`config.mk`:
```
export PLATFORM = sky130hd
export DESIGN_NAME = move_controller
export DESIGN_NICKNAME = d
export VERILOG_FILES = /design/src/rtl/move_controller.sv
export SDC_FILE = /design/constraint.sdc
export NUM_CORES = 1
export LEC_CHECK = 0
export BUFFER_PORTS_ARGS = -buffer_cell sky130_fd_sc_hd__buf_4
export CORE_ASPECT_RATIO = 0.5
export CORE_MARGIN = 5
export CORE_UTILIZATION = 38
export CTS_CLUSTER_SIZE = 8
export DETAILED_ROUTE_END_ITERATION = 8
export PLACE_DENSITY = 0.65
export SYNTH_ARGS = -nofsm -noshare
export SYNTH_HDL_FRONTEND = slang
export SYNTH_SLANG_ARGS = --single-unit
```
`constraint.sdc`:
```
create_clock -name clk -period 2.7 [get_ports clk]
set_input_delay 0.27 -clock clk [delete_from_list [all_inputs] [get_ports clk]]
set_output_delay 0.27 -clock clk [all_outputs]
set_load 0.05 [all_outputs]
```
`src/rtl/move_controller.sv`:
```
// Connect4 move sequencer: column heights, board writes, detector handshake, turn/game state.
// Optional CHECK watchdog compiled in with `define MOVE_CTRL_TIMEOUT_EN.
module move_controller #(
    parameter int COLS          = 4,
    parameter int ROWS          = 4,
    parameter int CHECK_TIMEOUT = 15
) (
    input  logic                    clk,
    input  logic                    reset,
    input  logic                    new_game,
    input  logic                    drop_req,
    input  logic [$clog2(COLS):0]   col_sel,
    input  logic                    win_done,
    input  logic [1:0]              win_result,
    output logic [ROWS*COLS-1:0]    board_occ,
    output logic [ROWS*COLS-1:0]    board_p2,
    output logic                    cur_player,
    output logic                    check_start,
    output logic                    move_accepted,
    output logic                    move_rejected,
    output logic [1:0]              game_status,
    output logic [1:0]              state,
    output logic                    timeout_flag
);

    localparam int CELLS  = ROWS * COLS;
    localparam int CIW    = $clog2(COLS);
    localparam int HW     = $clog2(ROWS + 1);
    localparam int MW     = $clog2(CELLS + 1);
    localparam int CELL_W = $clog2(CELLS);

    if (COLS < 2 || ROWS < 1 || CHECK_TIMEOUT < 1) begin : g_bad_params
        $error("move_controller: COLS >= 2, ROWS >= 1 and CHECK_TIMEOUT >= 1 required");
    end

    typedef enum logic [1:0] {
        IDLE  = 2'b00,
        CHECK = 2'b01,
        OVER  = 2'b10
    } state_t;

    state_t            r_state, w_state_nxt;
    logic [HW-1:0]     r_height [COLS];
    logic [HW-1:0]     w_height_nxt [COLS];
    logic [MW-1:0]     r_moves, w_moves_nxt;
    logic [CELLS-1:0]  r_occ, w_occ_nxt;
    logic [CELLS-1:0]  r_p2, w_p2_nxt;
    logic              r_cur, w_cur_nxt;
    logic [1:0]        r_status, w_status_nxt;
    logic              r_accepted, w_accepted_nxt;
    logic              r_rejected, w_rejected_nxt;
    logic              r_check_start, w_check_start_nxt;
    logic              r_timeout_flag, w_timeout_flag_nxt;

    logic [CIW-1:0]    w_col;
    logic              w_col_ok;
    logic              w_col_full;
    logic [CELL_W-1:0] w_cell;
    logic              w_timeout;
    logic [1:0]        w_result;

    assign w_col      = col_sel[CIW-1:0];
    assign w_col_ok   = int'(col_sel) < COLS;
    assign w_col_full = r_height[w_col] == HW'(ROWS);
    assign w_cell     = CELL_W'(int'(w_col) * ROWS + int'(r_height[w_col]));
    // A watchdog expiry resolves the check exactly like a "no winner" reply.
    assign w_result   = win_done ? win_result : 2'b00;

`ifdef MOVE_CTRL_TIMEOUT_EN
    localparam int TW = $clog2(CHECK_TIMEOUT + 1);
    logic [TW-1:0] r_to_cnt;

    always_ff @(posedge clk or negedge reset) begin
        if (!reset)
            r_to_cnt <= '0;
        else if (r_state != CHECK || new_game)
            r_to_cnt <= '0;
        else
            r_to_cnt <= r_to_cnt + TW'(1);
    end

    assign w_timeout = (r_state == CHECK) && (r_to_cnt == TW'(CHECK_TIMEOUT - 1));
`else
    assign w_timeout = 1'b0;
`endif

    always_comb begin
        // NOTE: every next-state value gets a default first so no path leaves one unassigned (no latches).
        w_state_nxt        = r_state;
        w_height_nxt       = r_height;
        w_moves_nxt        = r_moves;
        w_occ_nxt          = r_occ;
        w_p2_nxt           = r_p2;
        w_cur_nxt          = r_cur;
        w_status_nxt       = r_status;
        w_timeout_flag_nxt = r_timeout_flag;
        w_accepted_nxt     = 1'b0;
        w_rejected_nxt     = 1'b0;
        w_check_start_nxt  = 1'b0;

        if (new_game) begin
            w_state_nxt        = IDLE;
            for (int i = 0; i < COLS; i++) w_height_nxt[i] = '0;
            w_moves_nxt        = '0;
            w_occ_nxt          = '0;
            w_p2_nxt           = '0;
            w_cur_nxt          = 1'b0;
            w_status_nxt       = 2'b00;
            w_timeout_flag_nxt = 1'b0;
        end else begin
            unique case (r_state)
                IDLE: begin
                    if (drop_req) begin
                        if (!w_col_ok || w_col_full) begin
                            w_rejected_nxt = 1'b1;
                        end else begin
                            w_occ_nxt[w_cell]   = 1'b1;
                            w_p2_nxt[w_cell]    = r_cur;
                            w_height_nxt[w_col] = r_height[w_col] + HW'(1);
                            w_moves_nxt         = r_moves + MW'(1);
                            w_accepted_nxt      = 1'b1;
                            w_check_start_nxt   = 1'b1;
                            w_state_nxt         = CHECK;
                        end
                    end
                end
                CHECK: begin
                    if (win_done || w_timeout) begin
                        if (w_result == 2'b01 || w_result == 2'b10) begin
                            w_status_nxt = w_result;
                            w_state_nxt  = OVER;
                        end else if (r_moves == MW'(CELLS)) begin
                            w_status_nxt = 2'b11;
                            w_state_nxt  = OVER;
                        end else begin
                            w_cur_nxt    = ~r_cur;
                            w_state_nxt  = IDLE;
                        end
                        if (w_timeout && !win_done) w_timeout_flag_nxt = 1'b1;
                    end
                end
                OVER:    w_state_nxt = OVER;
                default: w_state_nxt = IDLE;
            endcase
        end
    end

    always_ff @(posedge clk or negedge reset) begin
        if (!reset) begin
            r_state        <= IDLE;
            // NOTE: the height table is a handful of flops, not a RAM, so it resets with the rest.
            for (int i = 0; i < COLS; i++) r_height[i] <= '0;
            r_moves        <= '0;
            r_occ          <= '0;
            r_p2           <= '0;
            r_cur          <= 1'b0;
            r_status       <= 2'b00;
            r_accepted     <= 1'b0;
            r_rejected     <= 1'b0;
            r_check_start  <= 1'b0;
            r_timeout_flag <= 1'b0;
        end else begin
            // NOTE: non-blocking updates so every register samples the pre-edge values.
            r_state        <= w_state_nxt;
            r_height       <= w_height_nxt;
            r_moves        <= w_moves_nxt;
            r_occ          <= w_occ_nxt;
            r_p2           <= w_p2_nxt;
            r_cur          <= w_cur_nxt;
            r_status       <= w_status_nxt;
            r_accepted     <= w_accepted_nxt;
            r_rejected     <= w_rejected_nxt;
            r_check_start  <= w_check_start_nxt;
            r_timeout_flag <= w_timeout_flag_nxt;
        end
    end

    assign board_occ     = r_occ;
    assign board_p2      = r_p2;
    assign cur_player    = r_cur;
    assign check_start   = r_check_start;
    assign move_accepted = r_accepted;
    assign move_rejected = r_rejected;
    assign game_status   = r_status;
    assign state         = r_state;
    assign timeout_flag  = r_timeout_flag;

endmodule
```
==> impl_results.md <==
- Status: complete, no violations
- Post-synth cell types: 44
- Most common cell after layout, fill and taps aside: dfrtp_1
- Largest family of logic cells by synthesized area: simple AND/OR/NAND/NOR gates
- Layout Nets: between 300 and 400
- Die area: about 0.0096 mm^2
- Post-Synth Simple-Gate Area: 0.182
- Tcrit/Tclk final: 0.933
- Vias: between 2k and 2.5k
- Max-cap violations: 0
- Finish-stage setup viols: 0
- Fillers: 690
- IO Count: 51
- First-pass GRT wire length: 10900 um
- RSZ-0062 raised after global routing: false
- Grt ovf: 0
- Placeable Area: approximately 0.0074 mm^2
- PostCTS Resize Cnt: 0
- Overall routing resource usage: 0.140
- Synth Instances: 276
- CTS root buf: clkbuf_16
- Die X: 134 um
- Clock skew: around 0.0071 ns
- Initial antenna violation count: 0
- DRC viols: 0
- Largest net degree at the start of global routing: 59
- Post-synthesis sequential area ratio: 0.480
- Num CTS Buffers: 5
- Final min period: 2.52 ns
- Synthesized area per cell: 10.6 um^2
- Wirelength per Cell: between 15 and 20 um
- Post-CTS Setup Bufs: 0
- Slew Limit Fails: 0
- Fraction of registers with async set/reset: 1.00
- Post-synth EDFFs: 0
- Antenna-violating nets left: 0
- Fin Setup TNS: 0 ns
- Synth Area in Adders: 0.0386
- Synthesis-to-layout area growth: 20.6%
- Vias in the first global route: 2205
- Synthesis Warnings: 0
- Multi-input logic area: 0.00133 mm^2
- Final Hold Vio Count: 0
- Drt pass-1 iters: 4
- H-tree depth: 2
- HP Class: input pin to asynchronous set/reset pin
- Drt first-iter violations: 114
- Number of antenna diodes: 0
- CTS tree: built
- Slew HR: 0.533
- Leakage: about 1.7 nW
- Mapped Nets: 295
- Hpwl dp: roughly 4700 um
- Maximum root-to-sink buffer count: 2
- Synthesized flop and latch total: 56
- Routed wire length: 6420 um
- I/O Buffers: 49
- Drt via density: 5.08
- Share of layout cells above drive strength 1: 0.240
- PD cells: 513 mW/mm^2
- Initial Utilization: 0.394
- Ys flop type: dfrtp_1
- Site Rows: 22
- Max VDD drop: 0.000238 V
- Worst-path clk slew: 0.07 ns
- Post-synthesis mux area share: 0.109
- Required @ worst endpoint: 2.86 ns
- Power, Total: 1.81 mW
- Xor-xnor portion of the synthesized cell area: 0.0240
- Element type at the critical path start: register
- FF+latch area: roughly 0.0014 mm^2
- Crit. End Element: register
- Mapped Area: 0.00292 mm^2
- Die Ht: 72.0 um
- Fin util: 0.475
- Post-cts hold buffer count: 0
- Crit-path max FO: 6
- Compound-gate portion of the synthesized area: 0.102
- FMAX: 0.397 GHz
- CTS sink count: between 50 and 60
- RD Place Congestion: roughly 0.84
- Clk_lat worst skew: 0.29 ns
- WP data arrival: 2.67 ns
- Commonest non-fill, non-tap cells in the layout: dfrtp_1 (56), buf_4 (53), nor2_1 (28), inv_1 (24), mux2i_1 (24)
- WS Path Type: register to register
- Worst slew pin tran: between 0.7 and 0.8 ns
Yosys cell counts, types with 4 or more instances:
library cell / n / area [um^2]
a21oi_1: 23 / 115
buf_2: 6 / 30.0
clkbuf_1: 5 / 18.8
dfrtp_1: 56 / 1400
ha_1: 9 / 113
inv_1: 24 / 90.1
mux2i_1: 24 / 240
nand2_1: 6 / 22.5
nand2b_1: 16 / 100
nand3_1: 17 / 85.1
nor2_1: 28 / 105
nor3_1: 4 / 20.0
nor4_2: 4 / 50.1
o21ai_0: 4 / 20.0
xnor2_1: 5 / 43.8
flip-flops by register name, summed over array words and instances (netlist names):
signal	flops
board_occ	16
board_p2	16
r_height	12
r_moves	5
game_status	2
state	2
check_start	1
cur_player	1
move_rejected	1
cell type report:
cell class	count	share of cell area
inverter	24	0.0256
multi-input combinational	180	0.379
tap	96	0.0341
timing repair buffer	53	0.113
sequential	56	0.398
clock buffer	6	0.0394
clock inverter	2	0.0110
final timing paths:
check | startpoint | endpoint | slack [ns] | depth (start not counted)
worst max-delay path | r_height[5]$_DFFE_PN0P_ | board_p2[0]$_DFFE_PN0P_ | 0.18 | 6
worst min-delay path | reset | r_height[7]$_DFFE_PN0P_ | 0.01 | 1
worst max register to register | r_height[5]$_DFFE_PN0P_ | board_p2[0]$_DFFE_PN0P_ | 0.18 | 6
worst min register to register | board_occ[12]$_DFFE_PN0P_ | board_occ[12]$_DFFE_PN0P_ | 0.51 | 2
max in group asynchronous | reset | board_p2[6]$_DFFE_PN0P_ | 2.21 | 1
min in group clk | win_done | state[0]$_DFFE_PN0P_ | 0.27 | 3
critical path, cell delays in order, from the launching register on:
cell and delay [ns]:
dfrtp_1 0.45, mux4_2 0.58, ha_1 0.38, or2b_1 0.29, nor4_2 0.38, mux2i_1 0.25
nor2_1 0.06
where the power goes:
part / switching, mW / internal (mW)
sequential: 0.0117 / 0.849
combinational: 0.125 / 0.0599
clock: 0.296 / 0.465
per-layer routing:
metal / vias to the layer above / track usage / wire [um]
met5: - / 0 / 0
met4: 0 / 0.0342 / 59
met3: 8 / 0.0353 / 304
met2: 36 / 0.235 / 3080
met1: 1047 / 0.186 / 2980
li1: 1027 / - / -
cells by family (layout without fill, tap and decap cells):
kind of cell    after synthesis  count (layout)
buf+inv                      40              85
fa+ha+maj                     9               9
other cells                   1               1
compound gates               40              40
flops                        56              56
simple gates                 94              94
mux                          28              28
xor+xnor                      8               8
stage by stage:
step | std cells | worst slack (ns) | hold WS, ns | cell area, um^2
5_1_grt | 417 | 0.0182 | 0.0975 | 3520
2_1_floorplan | 276 | 0.153 | -0.0256 | 2920
3_5_place_dp | 409 | 0.0650 | 0.377 | 3340
4_1_cts | 417 | 0.172 | 0.0601 | 3520
6_report | 417 | 0.181 | 0.0120 | 3520
3_3_place_gp | 409 | 0.173 | 0.361 | 3340
Power figures use the tool's default switching activity.
